==> src/rtl/instr_exec_unit.sv <==
// Instruction execute unit: 16-entry program store, fetch/execute pipeline on an
// accumulator, and a sticky halt request back to the program counter.
module instr_exec_unit #(
  parameter int unsigned ADDR_W  = 4,
  parameter int unsigned DATA_W  = 8,
  parameter logic [3:0]  HALT_OP = 4'hF
) (
  input  logic              iClk,
  input  logic              iReset,
  input  logic [ADDR_W-1:0] iAddress,
  input  logic              iWrEn,
  input  logic [ADDR_W-1:0] iWrAddr,
  input  logic [DATA_W-1:0] iWrData,
  output logic              oStop,
  output logic [DATA_W-1:0] oAcc,
  output logic              oRetire,
  output logic [3:0]        oOpcode
);

  localparam int unsigned DEPTH = 2 ** ADDR_W;

  typedef enum logic {
    RUN,
    HALTED
  } state_t;

  state_t            state, state_n;
  logic [DATA_W-1:0] mem [DEPTH];
  logic [DATA_W-1:0] ir, ir_n;
  logic              fv, fv_n;
  logic [DATA_W-1:0] acc_n;
  logic              stop_n;
  logic              retire_n;
  logic [3:0]        opcode_n;
  logic [DATA_W-1:0] alu;
  logic [3:0]        op;
  logic [DATA_W-1:0] imm;

  assign op  = ir[7:4];
  assign imm = {{(DATA_W-4){1'b0}}, ir[3:0]};

  // Program store; the read below sees pre-write contents on a same-address write.
  always_ff @(posedge iClk or negedge iReset) begin
    if (!iReset) begin
      for (int unsigned i = 0; i < DEPTH; i++) begin
        mem[i] <= '0;
      end
    end else if (iWrEn) begin
      mem[iWrAddr] <= iWrData;
    end
  end

  always_comb begin
    alu = oAcc;
    case (op)
      4'h1:    alu = imm;
      4'h2:    alu = oAcc + imm;
      4'h3:    alu = oAcc - imm;
      4'h4:    alu = oAcc & imm;
      4'h5:    alu = oAcc | imm;
      4'h6:    alu = oAcc ^ imm;
      4'h7:    alu = oAcc << ir[2:0];
      4'h8:    alu = oAcc >> ir[2:0];
      default: alu = oAcc;
    endcase
  end

  always_comb begin
    state_n  = state;
    ir_n     = ir;
    fv_n     = fv;
    acc_n    = oAcc;
    stop_n   = oStop;
    retire_n = 1'b0;
    opcode_n = oOpcode;
    case (state)
      RUN: begin
        ir_n = mem[iAddress];
        fv_n = 1'b1;
        if (fv) begin
          retire_n = 1'b1;
          opcode_n = op;
          // HALT wins over the ALU decode and squashes the fetch in flight.
          if (op == HALT_OP) begin
            state_n = HALTED;
            stop_n  = 1'b1;
            fv_n    = 1'b0;
          end else begin
            acc_n = alu;
          end
        end
      end
      HALTED: begin
        fv_n = 1'b0;
      end
      default: begin
        state_n = RUN;
      end
    endcase
  end

  always_ff @(posedge iClk or negedge iReset) begin
    if (!iReset) begin
      state   <= RUN;
      ir      <= '0;
      fv      <= 1'b0;
      oAcc    <= '0;
      oStop   <= 1'b0;
      oRetire <= 1'b0;
      oOpcode <= '0;
    end else begin
      state   <= state_n;
      ir      <= ir_n;
      fv      <= fv_n;
      oAcc    <= acc_n;
      oStop   <= stop_n;
      oRetire <= retire_n;
      oOpcode <= opcode_n;
    end
  end

endmodule

==> config.mk <==
export PLATFORM = sky130hd
export DESIGN_NAME = instr_exec_unit
export DESIGN_NICKNAME = d
export VERILOG_FILES = /design/src/rtl/instr_exec_unit.sv
export SDC_FILE = /design/constraint.sdc
export NUM_CORES = 1
export LEC_CHECK = 0
export CORE_MARGIN = 2
export CORE_UTILIZATION = 41
export DETAILED_ROUTE_END_ITERATION = 8
export PLACE_DENSITY = 0.69
export SLEW_MARGIN = 20
export SYNTH_ARGS = -nofsm -noshare
export SYNTH_HDL_FRONTEND = slang
export SYNTH_SLANG_ARGS = --single-unit
==> constraint.sdc <==
create_clock -name iClk -period 3.3 [get_ports iClk]
set_input_delay 0.825 -clock iClk [delete_from_list [all_inputs] [get_ports iClk]]
set_output_delay 0.825 -clock iClk [all_outputs]
set_load 0.05 [all_outputs]
# --- Word-level counts from Yosys, hierarchy flattened ---
# Index checks and enable logic that the tools add are counted.
totals:
  register_bits: 152
  in_bits: 19
  output_inout_bits: 14
  elab_cells: 66
op_classes:
  addsub: 2
  n_lt_le_gt_ge: 3
  n_eq_ne: 9
  shift: 2
  muxes: 15
  n_bitwise: 7
  n_reduce_logical: 5
ops:
  columns: ["operator", "count"]
  rows:
  - ["$bwmux W128", 1]
  - ["$pmux W8 S8", 1]
  - ["$bmux W8 S4", 1]
  - ["$demux W8 S4", 1]
  - ["$mux W8", 3]
  - ["$eq A4 B3 Y1 const B", 4]
  - ["$ge A5 B5 Y1 const B", 2]
  - ["$not A4 Y5", 2]
  - ["$add A8 B4 Y8", 1]
  - ["$and A8 B4 Y8", 1]
  - ["$eq A4 B2 Y1 const B", 2]
  - ["$eq A4 B4 Y1 const B", 2]
  - ["$or A8 B4 Y8", 1]
  - ["$reduce_bool A8 Y1", 1]
  - ["$shl A8 B3 Y8", 1]
  - ["$shr A8 B3 Y8", 1]
  - ["$sub A8 B4 Y8", 1]
  - ["$xor A8 B4 Y8", 1]
  - ["$mux W1", 7]
  - ["$lt A5 B1 Y1 const B", 1]
  - ["$eq A4 B1 Y1 const B", 1]
  - ["$reduce_and A4 Y1", 1]
  - ["$reduce_and A3 Y1", 1]
  - ["$not A1 Y1", 2]
  - ["other kinds (3)", 3]

# --- Depth between registers and ports, before layout ---
# Gate-level depths: netlist (run 1).
logic_depth:
  depth_word: 6
  ltp_mapped: 13
  depth_no_buf: 10

# --- Least setup slack after synthesis (run 1) ---
# OpenSTA, ideal clock, no wires.
synth_path:
  path_kind: "flip-flop to flip-flop"
  from: "reg ir[1]"
  to: "reg oAcc[5]"
  setup_time_ns: 0.083
  t_arrival_ns: 2.869
  t_required_ns: 3.217
  setup_slack_ns: 0.348
  path_stages_with_launch: 14
  path_buffers: 3
  synth_period_minus_slack_ns: 2.952
  path_cell_list: "dfrtp_1 buf_2 buf_2 clkbuf_1 inv_1 ha_1 mux2_2 inv_1 ha_1 nor2b_1 o31a_1 o311ai_0 a32oi_1 o21ai_0"
synth_via:
  elab_chain_cells: 2
  word_cells_on_any_way: 5
  classes_between: "add/sub: 2; shift: 2; mux: 1"
synth_lines:
  columns: ["element", "line_no", "source"]
  rows:
  - ["start: declaration", "29", "logic [DATA_W-1:0] ir, ir_n;"]
  - ["start signal: assignment", "113", "ir <= ir_n;"]
  - ["$sub A8 B4 Y8, or another cell as far along", "58", "4'h3: alu = oAcc - imm;"]
  - ["$pmux W8 S8 (*)", "55", "case (op)"]
  - ["end signal: assignment", "115", "oAcc <= acc_n;"]
  - ["end: declaration", "15", "output logic [DATA_W-1:0] oAcc,"]
# Mark *: on every way between the ends. The rest lies on a longest branch, timed or not.
# A chain may end at the register's enable or synchronous reset.

# --- Worst setup path after layout (run 1) ---
layout_path:
  from: "reg oAcc[3]"
  to: "out oAcc[3]"
# No word-level cell between the ends.

==> results of run 1 <==
-- per-stage QoR --
stage | cells | util [%] | instance area [sq um] | hold WS [ps]
finish | 909 | 48.3 | 9400 | 392
global route | 909 | 48.3 | 9400 | 440
CTS | 909 | 48.3 | 9400 | 423
detailed placement | 878 | 45.3 | 8810 | 469
global placement | 878 | 45.3 | 8810 | 464
floorplan | 597 | - | 8140 | 470
-- state kept, by name, indices dropped and copies added (netlist names) --
| register | count |
|---|---|
| ir | 8 |
| oOpcode | 4 |
| mem | 128 |
| oStop | 1 |
| oAcc | 8 |
| oRetire | 1 |
| fv | 1 |
| state | 1 |
-- metal layers --
layer	track usage, %	vias up	wire length [um]
met5	0	-	9
met4	5.52	2	323
met3	4.71	33	699
met2	32.0	115	9250
met1	26.4	2749	8650
li1	-	2323	-
-- cells by family after synthesis --
kind of cell	share of synthesized area, %
mux	34.8
fa+ha+maj	3.01
flops	46.7
compound gates	5.13
buf+inv	3.09
simple gates	6.95
xor+xnor	0.323
-- final cells by class --
cell class,instances,share of cell area [%]
Multi-Input combinational cell,391,43.4
Inverter,12,0.479
Clock buffer,22,5.04
Sequential cell,152,40.5
Tap cell,265,3.53
Clock inverter,9,1.21
Timing Repair Buffer,58,5.84
-- final timing paths --
| path | start | to | slack [ps] |
|---|---|---|---|
| max in group asynchronous | iReset | mem[18]$_DFFE_PN0P_ | 2110 |
| max | oAcc[3]$_DFFE_PN0P_ | oAcc[3] | 530 |
| max reg2reg | ir[2]$_DFFE_PN0N_ | oAcc[6]$_DFFE_PN0P_ | 550 |
| min in group iClk | oOpcode[3]$_DFFE_PN0P_ | oOpcode[3]$_DFFE_PN0P_ | 480 |
| min | iReset | oOpcode[2]$_DFFE_PN0P_ | 390 |
| min reg2reg | oOpcode[3]$_DFFE_PN0P_ | oOpcode[3]$_DFFE_PN0P_ | 480 |
-- cells in the final DEF, fill, tap and decap left out, drive strengths merged, types with 4 or more instances in the layout --
master / n
dfrtp: 152
mux2: 143
mux4: 50
nand2: 32
clkdlybuf4s50: 30
buf: 28
nor2: 25
clkbuf: 22
ha: 18
o21ai: 17
inv: 13
nand2b: 12
a21oi: 10
nor2b: 8
nor3: 6
clkinv: 6
a31oi: 5
o22ai: 4
mux2i: 4
-- where the power goes --
part	leakage (uW)	internal (uW)	total [uW]	switching, uW
Sequential	0.00187	2370	2770	407
Combinational	0.00181	1590	3280	1700
Clock	0.000291	1170	1930	759
==> flow_summary.toml, run 1 <==
[clock_network]
cts_made_buffers = 17
cts_sinks = 152
clock_latency_ps = 430
cts_setup_buffers = 0
holdBufCountCts = 0
tritoncts = "built"
clockBufferDepth = 2
cts_resized = 0
root_buffer = "clkbuf_16"
clkTransAtPathRegs_ps = 60
htreeDepth = 4

[synthesis]
synthCells = 597
avgSynthCellArea_sq_um = 13.6
synth_common_cells = "dfrtp_1, mux2_2, mux4_2"
yosys_warnings = 0
synth_edf_count = 0
seq_area_frac_synth_pct = 46.7
synthDistinctLibCells = 57
syn_area_sq_um = 8140
yosysMostFrequentCell = "dfrtp_1"
ys_async_sr_fraction_pct = 100
netlist.area_leader.share_pct = 46.7
synth_flop_cell = "dfrtp_1"
yosys_register_bits = 152
syn_nets = 635
yosysTopAreaCell = "dfrtp_1"
synth.area.top_cells = "dfrtp_1, mux2_2, mux4_2"

[sta]
hold_viol_final = 0
relSlewSlack_pct = 54.2
period_minus_slack_ps = 2770
setup_ws_ps = 533
rsz0062_at_grt = "false"
fin_skew_ps = 4.33
fin_tns_setup_ps = 0
maxSlewViolCount = 0
finalSetupViolations = 0
fmax_mhz = 361
worst_pin_slew_ps = 688
timing.final.crit_share_pct = 83.8

[finish]
n_antenna_cell = 0
regArea_sq_um = 3800
synthToLayoutAreaGrowth_pct = 15.5
fillers = 1681
nets = 670
multiInputGateArea_sq_um = 4080
drive_above_1_share_pct = 37.4

[critical_path]
cp_cell_sequence = "clkdlybuf4s50_1"
r2r_cells = 9
crit_path_top_delay_cell = "clkdlybuf4s50_1"
crit_type = "reg2out"
crit_arrival_ps = 1940
start_kind = "register"
cp-end-kind = "output pin"
cp.required_ps = 2470
crit_buf_inv = 1
critPathTopFamily = "buffers and inverters"
path_depth = 1
cp_max_fo = 13
max_stage_delay_ps = 890

[placement]
hpwl_um = 12400
pre_cts_ws_ps = 435
routabilityCongestion = 0.864
numPortBuffers = 32

[die]
dieHeight_um = 145
fp.dieW_um = 145
start_util_pct = 41.8
core_sq_um = 19500
dieArea_sq_um = 21000
num_rows = 51
io_pins = 33

[outcome]
status = "complete, no violations"

[power]
p_leak_uw = 0.00397
total_power_uw = 7990
ir_worst_vdd_v = 0.000468
power.density_nw_per_um2 = 850

[global_route]
grt_antenna_before_repair = 1
groute.usage.overall_pct = 19.6
grt_pass1_vias = 5562
grt_pass1_wl_um = 30900
grt_max_degree = 71
grt_overflow = 0

[detailed_routing]
routedWlPerCell_um = 20.8
dr.pass1.iters = 5
detail-route-antenna-nets = 0
wirelength_um = 18900
drc = 0
post_drt_via_cell_ratio = 5.74
vias = 5222
drt_iter0_drc = 428

[job]
maxCapViolations = 0

[worst_hold_path]
min_path_type = "in2async"
No activity file was read; power rests on OpenSTA's default activity.
==> inputs of run 2 (changes only) <==
--- a/config.mk
+++ b/config.mk
@@ -8,7 +8,7 @@
 export CORE_MARGIN = 2
 export CORE_UTILIZATION = 41
 export DETAILED_ROUTE_END_ITERATION = 8
-export PLACE_DENSITY = 0.69
+export PLACE_DENSITY = 0.71
 export SLEW_MARGIN = 20
 export SYNTH_ARGS = -nofsm -noshare
 export SYNTH_HDL_FRONTEND = slang
==> constraint.sdc (replaced) <==
create_clock -name iClk -period 2.4 [get_ports iClk]
set_input_delay 0.6 -clock iClk [delete_from_list [all_inputs] [get_ports iClk]]
set_output_delay 0.6 -clock iClk [all_outputs]
set_load 0.05 [all_outputs]
==> run 2 against run 1 <==
  * The run now ends with negative setup slack left
  * Global-route usage rose by 0.72 points
  * Sequential share of layout area fell by 1.7 points
  * First-iteration DRC count fell by 21%
  * Cell area rose by 4.4%
  * Critical path depth rose by 9
  * Cell count rose by 3.1%
  * Sequential power rose by 38%
  * Non-clock buffer count rose by 27
  * Clock-buffer cell count fell by 2
  * Clock power rose by 40%
  * Clock skew rose by 4.5 ps
  * Critical path type is now reg2reg
  * Critical endpoint is now oAcc[6]$_DFFE_PN0P_
==> flow_summary.toml, run 2 (synthesis gave the netlist of run 1 again) <==
[outcome]
status = "complete, but fails checks"
violations = "negative setup slack"

[critical_path]
max_stage_delay_ps = 420
start_kind = "register"
cp_max_fo = 6
cp-end-kind = "register"
crit_arrival_ps = 2850
cp_cell_sequence = "nor4bb_1, buf_4, buf_6, mux2i_1, ha_1, nor2_2, a21oi_4, o21a_1, or4_4, o2111ai_2"
crit_type = "reg2reg"
crit_path_top_delay_cell = "or4_4"
cp.required_ps = 2740

[clock_network]
clockBufferDepth = 2
cts_sinks = 152
tritoncts = "built"
cts_made_buffers = 17
htreeDepth = 4
clock_latency_ps = 430
clkTransAtPathRegs_ps = 60
root_buffer = "clkbuf_16"
holdBufCountCts = 0

[global_route]
groute.usage.overall_pct = 20.4
grt_antenna_before_repair = 0
grt_max_degree = 63
grt_pass1_wl_um = 31800
grt_pass1_vias = 5663
grt_overflow = 0

[placement]
dp.cells = 903
routabilityCongestion = 0.857
placed_area_sq_um = 9090
numPortBuffers = 32
hpwl_um = 13300

[job]
maxCapViolations = 0

[die]
dieArea_sq_um = 21000
core_sq_um = 19500
start_util_pct = 41.8
num_rows = 51
io_pins = 33
dieHeight_um = 145
fp.dieW_um = 145

[finish]
final_cells = 937
synthToLayoutAreaGrowth_pct = 20.6
reg_top3 = "mem (128), ir (8), oAcc (8)"
top_register = "mem"
layout_commonest_cell = "dfrtp_1"
n_antenna_cell = 0
final_cell_mix = "dfrtp_1, mux2_2, buf_4"
final_area_sq_um = 9820
largest_reg_flops = 128
nets = 697
drive_above_1_share_pct = 44.2

[sta]
hold_viol_final = 0
whs_ps = 151
maxSlewViolCount = 0
setup_ws_ps = -109
fmax_mhz = 399
worst_pin_slew_ps = 615
finalSetupViolations = 3
relSlewSlack_pct = 58.7
rsz0062_at_grt = "true"
period_minus_slack_ps = 2510
fin_skew_ps = 8.86
timing.final.crit_share_pct = 105

[detailed_routing]
routedWlPerCell_um = 21.6
wirelength_um = 20200
dr.pass1.iters = 5
post_drt_via_cell_ratio = 5.83
drc = 0
drt_iter0_drc = 337
vias = 5463
detail-route-antenna-nets = 0

[power]
p_leak_uw = 0.00419
power.density_nw_per_um2 = 1220
ir_worst_vdd_v = 0.000605

[worst_hold_path]
min_path_type = "in2async"
-- run 2: cell types whose count changed in the layout (fill, tap and decap cells not counted), moves of 3 or more --
cell             previous run  this run
dlygate4sd2_1               0         4
ha_1                       18        15
ha_4                        0         3
clkdlybuf4s50_1            30        23
o21ai_0                    16        12
buf_12                      3         6
buf_4                      23        48
inv_1                      11         8
-- run 2: worst max-delay path: cells and delay by family (launching register included) --
kind            cells  cell delay [ps]
fa+ha+maj           1              320
buf+inv             2              290
flops               1              410
compound gates      3              370
simple gates        3              970
mux                 1               80
-- run 2: cell type report --
class / instances / area (sq um)
Timing Repair Buffer: 85 / 786
Clock inverter: 12 / 140
Multi-Input combinational cell: 391 / 4250
Fill cell: 1664 / 9650
Tap cell: 265 / 332
Inverter: 12 / 52.6
Clock buffer: 20 / 457
Sequential cell: 152 / 3800
-- run 2: power by group --
group	internal [uW]	leakage (uW)	switching, uW
Clock	1600	0.000289	1100
Combinational	2690	0.00204	2800
Sequential	3260	0.00187	551
-- run 2: routing by layer --
metal,vias up,wire length [um],GRT usage [%]
li1,2386,-,-
met1,2855,8840,27.6
met2,193,9880,33.1
met3,29,1120,4.11
met4,0,390,6.54
met5,-,0,0
-- run 2: stage by stage --
| stage | setup slack, ps | utilization (%) | setup TNS, ps | total power [uW] |
|---|---|---|---|---|
| after CTS | -82.9 | 50.0 | -148 | 11600 |
| after floorplan | -115 | - | -301 | 7340 |
| after global placement | -126 | 46.7 | -1110 | 8500 |
| after global routing | -253 | 50.4 | -800 | 12700 |
| after detailed placement | -159 | 46.7 | -1420 | 8730 |
| final | -109 | 50.4 | -186 | 12000 |
-- run 2: path summary, 6_finish.rpt --
kind | to | start | slack [ps] | cells after the start
worst max-delay path | oAcc[6]$_DFFE_PN0P_ | ir[6]$_DFFE_PN0N_ | -110 | 10
worst min-delay path | mem[12]$_DFFE_PN0P_ | iReset | 150 | 1
worst max register to register | oAcc[6]$_DFFE_PN0P_ | ir[6]$_DFFE_PN0N_ | -110 | 10
worst min register to register | oStop$_DFFE_PN0P_ | oStop$_DFFE_PN0P_ | 480 | 1
max in group asynchronous | mem[90]$_DFFE_PN0P_ | iReset | 1560 | 2
min in group iClk | oStop$_DFFE_PN0P_ | oStop$_DFFE_PN0P_ | 480 | 1
-- run 2: what timing repair did --
action	in CTS	in global routing
buffers inserted	1	1
setup endpoints to repair	8	8
pin swaps	8	12
gates resized for setup	14	16
gates cloned	0	0
==> inputs of run 3 (changes only) <==
--- a/config.mk
+++ b/config.mk
@@ -7,8 +7,10 @@
 export LEC_CHECK = 0
 export CORE_MARGIN = 2
 export CORE_UTILIZATION = 41
+export CTS_CLUSTER_DIAMETER = 50
 export DETAILED_ROUTE_END_ITERATION = 8
 export PLACE_DENSITY = 0.71
+export SKIP_CTS_REPAIR_TIMING = 1
 export SLEW_MARGIN = 20
 export SYNTH_ARGS = -nofsm -noshare
 export SYNTH_HDL_FRONTEND = slang
==> run 3 against run 2 <==
  * The run still ends with negative setup slack left
  * Sequential power hardly changed
  * Power fell by 0.61%
  * Non-clock buffer count is 1 higher
  * Via count increased by 0.60%
  * Highest routed layer unchanged
  * Worst setup slack better by 42 ps
  * Largest cell class unchanged
  * Cell count increased by 0.11%
  * Clock skew fell by 2.9 ps
  * Fmax grew 1.7%
  * Critical path type unchanged
  * First-iteration DRC count rose by 0.89%
==> flow_summary.toml, run 3 (synthesis gave the netlist of run 1 again) <==
[clock_network]
tritoncts = "built"
cts_made_buffers = 17
clock_latency_ps = 420
root_buffer = "clkbuf_16"
htreeDepth = 4
cts_sinks = 152
clkTransAtPathRegs_ps = 60
clockBufferDepth = 2

[die]
dieArea_sq_um = 21000
io_pins = 33
start_util_pct = 41.8
num_rows = 51
core_sq_um = 19500
dieHeight_um = 145
fp.dieW_um = 145

[job]
maxCapViolations = 0

[global_route]
met2_usage_pct = 32.9
grt_pass1_vias = 5674
grt_overflow = 0
use_met3_pct = 4.31
gr-max-usage-layer = "met2"
grt_pass1_wl_um = 31700
grt_antenna_before_repair = 0
grt_max_degree = 63
groute.usage.overall_pct = 20.3
met1_usage_pct = 27.4

[finish]
reg_top3 = "mem (128), ir (8), oAcc (8)"
top_register = "mem"
nets = 698
synthToLayoutAreaGrowth_pct = 20.6
n_antenna_cell = 0
postLayoutCoreUtil_pct = 50.4
final_cell_mix = "dfrtp_1, mux2_2, buf_4"
largest_reg_flops = 128
layout_commonest_cell = "dfrtp_1"
drive_above_1_share_pct = 43.7
final_area_sq_um = 9810

[sta]
whs_ps = 156
rsz0062_at_grt = "true"
finalSetupViolations = 3
relSlewSlack_pct = 58.3
fin_skew_ps = 5.92
period_minus_slack_ps = 2470
maxSlewViolCount = 0
hold_viol_final = 0
fmax_mhz = 405
setup_ws_ps = -66.8
worst_pin_slew_ps = 624
timing.final.crit_share_pct = 103

[placement]
placed_area_sq_um = 9090
hpwl_um = 13300
routabilityCongestion = 0.857
numPortBuffers = 32

[critical_path]
start_kind = "register"
cp.required_ps = 2710
cp_cell_sequence = "nor4bb_1, buf_4, mux2_4, inv_2, ha_4, nor2b_4, o311ai_1, o311ai_2, a32oi_1, o21ai_1"
crit_path_top_delay_cell = "dfrtp_1"
cp_max_fo = 3
crit_arrival_ps = 2780
cp-end-kind = "register"
max_stage_delay_ps = 410
crit_type = "reg2reg"

[outcome]
violations = "negative setup slack"
status = "complete, but fails checks"

[worst_hold_path]
min_path_type = "in2async"

[detailed_routing]
post_drt_via_cell_ratio = 5.86
routedWlPerCell_um = 21.4
wirelength_um = 20100
drt_iter0_drc = 340
detail-route-antenna-nets = 0
vias = 5496
drc = 0
dr.pass1.iters = 5

[power]
power.density_nw_per_um2 = 1210
p_leak_uw = 0.00423
ir_worst_vdd_v = 0.000604
total_power_uw = 11900
-- run 3: power by group --
part | switching, uW | total [uW] | internal (uW)
Combinational | 2740 | 5430 | 2690
Clock | 1090 | 2680 | 1600
Sequential | 552 | 3810 | 3260
-- run 3: layout make-up --
class	count	area, sq um
Inverter	12	52.6
Fill cell	1660	9650
Timing Repair Buffer	86	812
Sequential cell	152	3800
Clock buffer	20	457
Clock inverter	12	140
Tap cell	265	332
Multi-Input combinational cell	391	4220
-- run 3: layer usage --
| layer | part of all wire [%] | wire, um |
|---|---|---|
| met5 | 0 | 0 |
| met4 | 2.1 | 430 |
| met3 | 5.5 | 1100 |
| met2 | 49 | 9860 |
| met1 | 43 | 8720 |
-- run 3: metrics by stage --
stage	TNS, ps	cells	setup WS (ps)
floorplan	-301	597	-115
global placement	-1110	903	-126
detailed placement	-1420	903	-159
CTS	-606	935	-129
global route	-928	938	-204
finish	-129	938	-66.8
-- run 3: worst max-delay path: cells and delay by family (launching register included) --
kind                       cells  cell delay (ps)
and+or+nand+nor                2              400
muxes                          1              310
adders and majority gates      1              180
buffers and inverters          2              240
DFF                            1              410
AOI/OAI and AO/OA              4              820
-- run 3: final timing paths --
| path | end | start | slack [ps] | depth (start not counted) |
|---|---|---|---|---|
| hold reg to reg | oStop$_DFFE_PN0P_ | oStop$_DFFE_PN0P_ | 480 | 1 |
| max in group asynchronous | mem[90]$_DFFE_PN0P_ | iReset | 1570 | 2 |
| hold / removal | mem[12]$_DFFE_PN0P_ | iReset | 160 | 1 |
| setup reg to reg | oAcc[5]$_DFFE_PN0P_ | ir[6]$_DFFE_PN0N_ | -70 | 10 |
| setup / recovery | oAcc[5]$_DFFE_PN0P_ | ir[6]$_DFFE_PN0N_ | -70 | 10 |
| min in group iClk | oStop$_DFFE_PN0P_ | oStop$_DFFE_PN0P_ | 480 | 1 |
